### src/rtl/music_box_pkg.sv
// Shared music-box definitions: sequencer state encoding, note-entry
// field widths and slice positions, and the reserved code values.
// Used by the playback sequencer and the note recorder.
package music_box_pkg;

  localparam int ADDR_W_DEF  = 5;
  localparam int NOTE_W_DEF  = 4;
  localparam int DUR_W_DEF   = 6;
  localparam int ENTRY_W_DEF = NOTE_W_DEF + DUR_W_DEF;

  // Note entry layout: {note, dur}
  localparam int DUR_LSB  = 0;
  localparam int NOTE_LSB = DUR_W_DEF;

  localparam int NOTE_REST = 0;  // note code for silence
  localparam int DUR_END   = 0;  // duration value marking end of song

  typedef enum logic [2:0] {
    ST_IDLE,
    ST_FETCH,
    ST_LOAD,
    ST_PLAY,
    ST_DONE
  } seq_state_e;

endpackage

### src/rtl/note_playback_sequencer_if.sv
// Note memory read bus.
//   mem_addr : read address, driven by the sequencer (master)
//   mem_data : {note, dur} entry, valid one cycle after mem_addr changes
interface note_playback_sequencer_if
  import music_box_pkg::*;
#(
  parameter int ADDR_W = ADDR_W_DEF,
  parameter int NOTE_W = NOTE_W_DEF,
  parameter int DUR_W  = DUR_W_DEF
);

  logic [ADDR_W-1:0]       mem_addr;
  logic [NOTE_W+DUR_W-1:0] mem_data;

  modport master (output mem_addr, input  mem_data);
  modport slave  (input  mem_addr, output mem_data);

endinterface

### src/rtl/note_duration_counter.sv
// Per-note duration down-counter.
//   clock, reset : clock and async active-low reset
//   load         : load load_val (takes priority over counting)
//   load_val     : note duration in ticks
//   tick, en     : count one tick when both high
//   last_tick    : the tick that finishes the current note
module note_duration_counter
  import music_box_pkg::*;
#(
  parameter int DUR_W = DUR_W_DEF
) (
  input  logic             clock,
  input  logic             reset,
  input  logic             load,
  input  logic [DUR_W-1:0] load_val,
  input  logic             tick,
  input  logic             en,
  output logic             last_tick
);

  logic [DUR_W-1:0] count;

  assign last_tick = (count == DUR_W'(1)) && tick && en;

  always_ff @(posedge clock or negedge reset) begin
    if (!reset) begin
      count <= '0;
    end else if (load) begin
      count <= load_val;
    end else if (tick && en && (count != '0)) begin
      count <= count - DUR_W'(1);
    end
  end

endmodule

### src/rtl/note_playback_sequencer.sv
// Melody playback sequencer: walks the note memory from address 0,
// presenting each note to the tone generator for its stored number of
// 32 Hz ticks, until an end marker or the last address.
//   clock, reset   : clock and async active-low reset
//   tick_32        : 32 Hz one-cycle tick
//   play, stop     : one-cycle start / abort requests
//   pause          : level, freezes counting and mutes output
//   loop           : level, restart from address 0 at end of song
//   mem            : note memory read bus (master side)
//   note_code      : current note, note_on : audible note present
//   busy           : not idle, done : one-cycle end-of-song pulse
//
// state    | meaning
// ---------+----------------------------------------------
// ST_IDLE  | waiting for play
// ST_FETCH | address presented, waiting for memory latency
// ST_LOAD  | entry valid on mem_data, decode it
// ST_PLAY  | sounding note, counting ticks
// ST_DONE  | song finished, done pulse
module note_playback_sequencer
  import music_box_pkg::*;
#(
  parameter int ADDR_W = ADDR_W_DEF,
  parameter int NOTE_W = NOTE_W_DEF,
  parameter int DUR_W  = DUR_W_DEF
) (
  input  logic              clock,
  input  logic              reset,
  input  logic              tick_32,
  input  logic              play,
  input  logic              stop,
  input  logic              pause,
  input  logic              loop,
  note_playback_sequencer_if.master mem,
  output logic [NOTE_W-1:0] note_code,
  output logic              note_on,
  output logic              busy,
  output logic              done
);

  localparam logic [ADDR_W-1:0] LAST_ADDR = '1;

  seq_state_e        state;
  logic [ADDR_W-1:0] addr;
  logic [NOTE_W-1:0] mem_note;
  logic [DUR_W-1:0]  mem_dur;
  logic              cnt_en;
  logic              cnt_load;
  logic              last_tick;
  logic              cur_audible;

  assign mem.mem_addr = addr;
  assign mem_note     = mem.mem_data[NOTE_W+DUR_W-1 -: NOTE_W];
  assign mem_dur      = mem.mem_data[DUR_W-1:0];

  assign cnt_en   = (state == ST_PLAY) && !pause;
  assign cnt_load = (state == ST_LOAD) && (mem_dur != DUR_W'(DUR_END)) && !stop;

  // The held note stays audible across FETCH/LOAD so equal consecutive
  // notes play without a gap.
  assign cur_audible = (note_code != NOTE_W'(NOTE_REST)) && !pause;

  note_duration_counter #(.DUR_W(DUR_W)) u_dur_cnt (
    .clock    (clock),
    .reset    (reset),
    .load     (cnt_load),
    .load_val (mem_dur),
    .tick     (tick_32),
    .en       (cnt_en),
    .last_tick(last_tick)
  );

  always_ff @(posedge clock or negedge reset) begin
    if (!reset) begin
      state     <= ST_IDLE;
      addr      <= '0;
      note_code <= '0;
      note_on   <= 1'b0;
      busy      <= 1'b0;
      done      <= 1'b0;
    end else begin
      done <= 1'b0;
      if (stop) begin
        state     <= ST_IDLE;
        addr      <= '0;
        note_code <= '0;
        note_on   <= 1'b0;
        busy      <= 1'b0;
      end else begin
        case (state)
          ST_IDLE: begin
            note_on <= 1'b0;
            if (play) begin
              addr  <= '0;
              busy  <= 1'b1;
              state <= ST_FETCH;
            end
          end
          ST_FETCH: begin
            note_on <= cur_audible;
            state   <= ST_LOAD;
          end
          ST_LOAD: begin
            if (mem_dur == DUR_W'(DUR_END)) begin
              if (loop) begin
                addr    <= '0;
                note_on <= cur_audible;
                state   <= ST_FETCH;
              end else begin
                note_code <= '0;
                note_on   <= 1'b0;
                done      <= 1'b1;
                state     <= ST_DONE;
              end
            end else begin
              note_code <= mem_note;
              note_on   <= (mem_note != NOTE_W'(NOTE_REST)) && !pause;
              state     <= ST_PLAY;
            end
          end
          ST_PLAY: begin
            note_on <= cur_audible;
            if (last_tick) begin
              // The last address ends the song rather than wrapping.
              if (addr == LAST_ADDR) begin
                if (loop) begin
                  addr  <= '0;
                  state <= ST_FETCH;
                end else begin
                  note_code <= '0;
                  note_on   <= 1'b0;
                  done      <= 1'b1;
                  state     <= ST_DONE;
                end
              end else begin
                addr  <= addr + ADDR_W'(1);
                state <= ST_FETCH;
              end
            end
          end
          ST_DONE: begin
            note_on <= 1'b0;
            busy    <= 1'b0;
            state   <= ST_IDLE;
          end
          default: state <= ST_IDLE;
        endcase
      end
    end
  end

endmodule

### src/flat_wrapper.sv
// flat-port wrapper written by rule: the top's interface ports become plain ports
module note_playback_sequencer_flat import music_box_pkg::*;
#(
  parameter int ADDR_W = ADDR_W_DEF,
  parameter int NOTE_W = NOTE_W_DEF,
  parameter int DUR_W  = DUR_W_DEF
)
  (clock, reset, tick_32, play, stop, pause, loop, note_code, note_on, busy, done, mem_mem_addr, mem_mem_data);
  note_playback_sequencer_if #(.ADDR_W(ADDR_W), .NOTE_W(NOTE_W), .DUR_W(DUR_W)) mem_i ();
  input  logic clock;
  input  logic reset;
  input  logic tick_32;
  input  logic play;
  input  logic stop;
  input  logic pause;
  input  logic loop;
  output logic [NOTE_W-1:0] note_code;
  output logic note_on;
  output logic busy;
  output logic done;
  output wire logic [$bits(mem_i.mem_addr)-1:0] mem_mem_addr;
  input wire logic [$bits(mem_i.mem_data)-1:0] mem_mem_data;
  assign mem_mem_addr = mem_i.mem_addr;
  assign mem_i.mem_data = mem_mem_data;
  note_playback_sequencer #(.ADDR_W(ADDR_W), .NOTE_W(NOTE_W), .DUR_W(DUR_W)) u_core (.clock(clock), .reset(reset), .tick_32(tick_32), .play(play), .stop(stop), .pause(pause), .loop(loop), .mem(mem_i), .note_code(note_code), .note_on(note_on), .busy(busy), .done(done));
endmodule
### config.mk
export PLATFORM = sky130hd
export DESIGN_NAME = note_playback_sequencer_flat
export DESIGN_NICKNAME = d
export VERILOG_FILES = /design/src/rtl/music_box_pkg.sv /design/src/rtl/note_playback_sequencer_if.sv /design/src/rtl/note_duration_counter.sv /design/src/rtl/note_playback_sequencer.sv /design/src/flat_wrapper.sv
export SDC_FILE = /design/constraint.sdc
export NUM_CORES = 1
export LEC_CHECK = 0
export CAP_MARGIN = 0
export CORE_ASPECT_RATIO = 0.8
export CORE_UTILIZATION = 40
export CTS_CLUSTER_SIZE = 24
export DETAILED_ROUTE_END_ITERATION = 6
export PLACE_DENSITY = 0.68
export SLEW_MARGIN = 15
export SYNTH_ARGS = -nofsm -noshare
export SYNTH_HDL_FRONTEND = slang
export SYNTH_SLANG_ARGS = --single-unit
### constraint.sdc
create_clock -name clock -period 1.98 [get_ports clock]
set_input_delay 0.396 -clock clock [delete_from_list [all_inputs] [get_ports clock]]
set_output_delay 0.396 -clock clock [all_outputs]
set_load 0.02 [all_outputs]
---- After elaboration in Yosys (flattened, before gate mapping) ----
Cells that the tools add are included.
operators by class
  add/subtract/negate cells ............... 2
  equal/unequal tests ..................... 10
  muxes and demuxes ....................... 37
  reduce and logical (&&, ||, !) cells .... 27
operators by type and width
  operator                                                                count
  5-bit 2-to-1 mux                                                        6
  4-bit 2-to-1 mux                                                        5
  3-bit 2-to-1 mux                                                        6
  5-bit one-hot mux with 3 select lines                                   1
  1-bit 2-to-1 mux                                                        12
  6-bit 2-to-1 mux                                                        2
  3-bit one-hot mux with 4 select lines                                   1
  4-bit nonzero test                                                      3
  6-bit nonzero test                                                      2
  1-bit logical AND                                                       9
  3-bit inequality test (second input constant)                           3
  4-bit one-hot mux with 2 select lines                                   1
  3-bit by 2-bit equality test with 1-bit output (second input constant)  2
  6-bit by 1-bit equality test with 1-bit output (second input constant)  1
  6-bit logical NOT                                                       1
  3-bit nonzero test                                                      2
  6-bit by 1-bit subtractor with 6-bit output (second input constant)     1
  5-bit by 1-bit adder with 5-bit output (second input constant)          1
  5-bit equality test (second input constant)                             1
  5-bit nonzero test                                                      1
  1-bit one-hot mux with 2 select lines                                   2
  1-bit one-hot mux with 4 select lines                                   1
  2-bit AND reduction                                                     2
  4-bit AND reduction                                                     1
  8 further kinds                                                         9
word-level totals
  register bits after elaboration ......... 21
  output and inout bits ................... 12
  word-level logic and storage cells ...... 83

---- Logic depth before layout (Yosys ltp) ----
  depth after elaboration ................. 7
  gate-level depth with buffers ........... 8

---- Modules after synthesis ----
From an unflattened synthesis, not the netlist that was laid out.
second synthesis, totals
  cells, all modules ...................... 149
  area total of the unflattened synthesis .. 1448.9 µm²
by module, submodules not included
  module                   instances  area each (µm²)  sequential area each (µm²)  cells each
  note_playback_sequencer  1          992.2            375.4                       97
  note_duration_counter    1          456.7            150.1                       52

---- Worst setup path after synthesis ----
OpenSTA, ideal clock, no wires.
  path kind ............................... register to register
  start ................................... reg u_core.addr[0], in the netlist u_core.mem.mem_addr[0]
  end ..................................... reg u_core.addr[2], in the netlist u_core.mem.mem_addr[2]
  arrival ................................. 1.898 ns
  data required time ...................... 1.841 ns
  stages on the path, launching flop included .. 9
  period minus slack after synthesis ...... 2.038 ns
  library setup time ...................... 0.139 ns
  buffers on the path ..................... 0
  slack ................................... -0.058 ns
  path through ............................ dfrtp_1 -> ha_1 -> and3_1 -> ha_1 -> nor2b_1 -> o21ai_0 -> a211oi_1 -> a2bb2oi_1 -> o22ai_1
between the ends
  word-level cells in the longest chain between the ends .. 5
ends and longest elaborated chain
  item                                                                           line                                                            source
  start: declaration                                                             note_playback_sequencer.sv:44                                   logic [ADDR_W-1:0] addr;
  start signal: assignment                                                       note_playback_sequencer.sv:136                                  addr <= addr + ADDR_W'(1);
  5-bit by 1-bit adder with 5-bit output or 5-bit equality test (tied branches)  note_playback_sequencer.sv:136, note_playback_sequencer.sv:125
  5-bit 2-to-1 mux (*)                                                           note_playback_sequencer.sv:125                                  if (addr == LAST_ADDR) begin
  5-bit 2-to-1 mux (*)                                                           note_playback_sequencer.sv:123                                  if (last_tick) begin
  5-bit one-hot mux with 3 select lines (*)                                      note_playback_sequencer.sv:90                                   case (state)
  5-bit 2-to-1 mux (*)                                                           note_playback_sequencer.sv:83                                   if (stop) begin
Mark *: on every way between the ends. The rest lies on a longest branch, timed or not. The select of a mux whose other input is x is not followed.
A chain may end at the register's enable or synchronous reset.

---- Worst setup path in the final report ----
  start ................................... in tick_32
  end ..................................... reg u_core.u_dur_cnt.count[2]
between the ends
  word-level cells in the longest chain between the ends .. 3
ends and longest elaborated chain
  item                            line                         source
  start: declaration              flat_wrapper.sv:12           input logic tick_32;
  1-bit logical AND (2 in a row)  note_duration_counter.sv:30  end else if (tick && en && (count != '0)) begin
  2-bit nonzero test (no line)    -
  end signal: assignment          note_duration_counter.sv:29  count <= load_val;
  end signal: assignment          note_duration_counter.sv:31  count <= count - DUR_W'(1);
  end: declaration                note_duration_counter.sv:21  logic [DUR_W-1:0] count;
Every way passes these cells.

==> reports/summary.txt <==
Status = finished clean
Seq cells post-synth = 21
Hold Slack = 0.4732 ns
Via count = 1369
FF-to-FF path depth = 8
Post-route setup slack = 0.07154 ns
1st-pass router iterations = 7
Clk sink count = 21
WL met2 = 1742 um
Final min period = 1.908 ns
# rows = 18
Gr ovfl total = 0
Top-area cell type share of the netlist area = 39.00%
Worst setup path class = in2reg
Total wire length = 3850 um
Crit. End Element = flop
Pleak = 0.8355 nW
Die Wd = 66.89 um
Synth Instances = 141
Synth top cells by count = 21 x dfrtp_1, 12 x nor2_1, 9 x nand2_1
Die area = 3606 um2
Net Count, Synth = 163
PortBufs = 28
WP data required = 2.14 ns
Vias in the first global route = 1297
Critical path, cell by cell = clkdlybuf4s50_1 -> nand4b_2 -> buf_4 -> a311oi_1 -> and2_1 -> nor3_1 -> a221o_1
Die height = 53.92 um
Main synth FF type = dfrtp_1
P&R area growth vs syn = 49.03%
WP data arrival = 2.06 ns
CP max stage delay = 0.52 ns
Drt wl/cell = 16.24 um
Critical R2R Launch = u_core.mem.mem_addr[1]$_DFFE_PN0P_
Synth area leader = dfrtp_1
Slowest-stage cell, CP = clkdlybuf4s50_1
Worst Skew = 0.002003 ns
CTS tree = yes
Finished Layout Cells = 237
Worst Tran Pin Value = 0.4040 ns
H-tree levels = 1
First-pass GRT wire length = 6203 um
GRT Overall Usage = 24.00%
Post-DP HPWL = 2823 um
CP Launch Type = primary input
Final setup violation count = 0
R2r setup slk = 0.08 ns
Max-cap violation count = 0
Worst-path clk slew = 0.08 ns
Layout cell share with drive strength beyond 1 = 27.92%
DP Worst Slack = -0.2577 ns
Reg2reg end = u_core.state[0]$_DFFE_PN0P_
Mean Syn Cell Area = 9.557 um2
CORE AREA = 3153 um2
Register area share after synthesis = 39.00%
DP Cell Count = 232
Async set-reset flop share out of synthesis = 100.0%
Post-Syn Area = 1348 um2
Number of cells on the critical path = 7
Clk_lat worst skew = 0.27 ns
Initial core utilization = 42.74%
CTS Buffer Depth = 2
Routed vias/inst = 5.776
Worst vdd ir = 417.4 uV
Antenna viol nets, final = 0
Num CTS Buffers = 3
Drt drc = 0
CP Buf/Inv Count = 2
Hold-fix buffers at CTS = 0
Initial antenna violation count = 0
Area contributors post-synth = dfrtp_1 39%, ha_1 4.6%, nor2_1 3.3%, nor3_1 3.0%, o21ai_0 3.0%
CP delay by family, top = buffers and inverters
Pwr per Cell Area = 707.8 nW/um2
Part of the cycle the worst path needs = 96.39%
Peak Freq = 524.0 MHz
N_diodes = 0
# IOs = 29
Most frequent cell after synthesis = dfrtp_1
Root Driver = clkbuf_8
DR top layer = met4
Hold crit path type = in2async
Largest net degree at the start of global routing = 22
Final hold viol count = 0
WL met1 = 1702 um
EDFF count, synth = 0
Netlist cell types = 48
Routed wl met3 = 330 um
Crit Path Max Fanout = 3
Slew Limit Headroom = 73.01%
Gpl congestion = 0.9279
Final Max Tran Viols = 0
Post-Route Utilization = 63.69%
Final nets = 220
Yosys warnings = 0
Initial DRC count = 79
sequential cells by signal (all words and copies together), names as in the netlist:
name / flops
u_core.note_on: 1
u_core.u_dur_cnt.count: 6
u_core.note_code: 4
u_core.done: 1
u_core.mem.mem_addr: 5
u_core.busy: 1
u_core.state: 3
cell families after synthesis:
family,after synthesis,synth area share (%)
xor+xnor,2,1.300
fa+ha+maj,5,4.643
buf+inv,14,4.085
flops,21,39.00
simple gates,61,28.51
compound gates,38,22.47
worst max-delay path by stage:
stage | end | slack (ns) | startpoint
floorplan | u_core.mem.mem_addr[2]$_DFFE_PN0P_ | 0.03 | u_core.mem.mem_addr[0]$_DFFE_PN0P_
global placement | u_core.mem.mem_addr[1]$_DFFE_PN0P_ | -0.23 | mem_mem_data[1]
detailed placement | u_core.mem.mem_addr[1]$_DFFE_PN0P_ | -0.26 | mem_mem_data[1]
CTS | u_core.note_code[3]$_DFFE_PN0P_ | 0.008 | u_core.mem.mem_addr[0]$_DFFE_PN0P_
global route | u_core.state[0]$_DFFE_PN0P_ | -0.002 | u_core.mem.mem_addr[0]$_DFFE_PN0P_
finish | u_core.u_dur_cnt.count[2]$_DFFE_PN0P_ | 0.07 | tick_32
placed cells by master (no fill, tap or decap), drive strengths merged, types with 3 or more instances in the layout:
| cell type | n |
|---|---|
| nand2 | 9 |
| a211oi | 4 |
| buf | 30 |
| nor4 | 3 |
| nor3 | 9 |
| clkdlybuf4s50 | 28 |
| o21ai | 8 |
| inv | 8 |
| nor3b | 3 |
| nor2 | 12 |
| a21oi | 3 |
| ha | 5 |
| nor2b | 3 |
| clkbuf | 3 |
| dfrtp | 21 |
| nand4bb | 3 |
| nand3 | 7 |
| a22o | 4 |
| o211ai | 4 |
per-layer routing:
metal / vias up / track usage, %
met5: - / 0
met4: 0 / 8.156
met3: 11 / 5.720
met2: 69 / 36.36
met1: 640 / 33.51
li1: 649 / -
metrics by stage:
stage	TNS (ns)	instance area [um2]	power, mW
3_3_place_gp	-1.646	1876	1.063
3_5_place_dp	-2.513	1876	1.079
4_1_cts	0	1924	1.375
6_report	0	2008	1.421
2_1_floorplan	0	1353	0.8712
5_1_grt	-0.002329	2008	1.505
power by group:
group | internal [mW] | switching (mW) | leakage, nW | total, mW
clock | 0.141 | 0.149 | 0.0255 | 0.290
combinational | 0.263 | 0.278 | 0.532 | 0.541
sequential | 0.503 | 0.0869 | 0.278 | 0.590
total | 0.907 | 0.514 | 0.836 | 1.42
worst register-to-register path, stage by stage (launching register included):
cell and delay (ns):
dfrtp_2 0.43, ha_4 0.18, and3_1 0.19, ha_2 0.20, nor2b_4 0.13, buf_4 0.12
nor2_1 0.03, and4_1 0.19, nor4_1 0.31
cell type report:
type / count / area, um2
clock inverters: 1 / 5.005
inverters: 8 / 30.03
flip-flops and latches: 21 / 528.0
well taps: 40 / 50.05
clock buffers: 3 / 41.29
repair buffers: 58 / 509.2
fillers: 254 / 1145
multi-input cells: 106 / 844.6
timing repair:
action / CTS / global route
resized for setup: 1 / 16
buffers inserted: 0 / 1
setup endpoints to repair: 7 / 14
pin swaps: 2 / 6
Power figures use the tool's default switching activity.
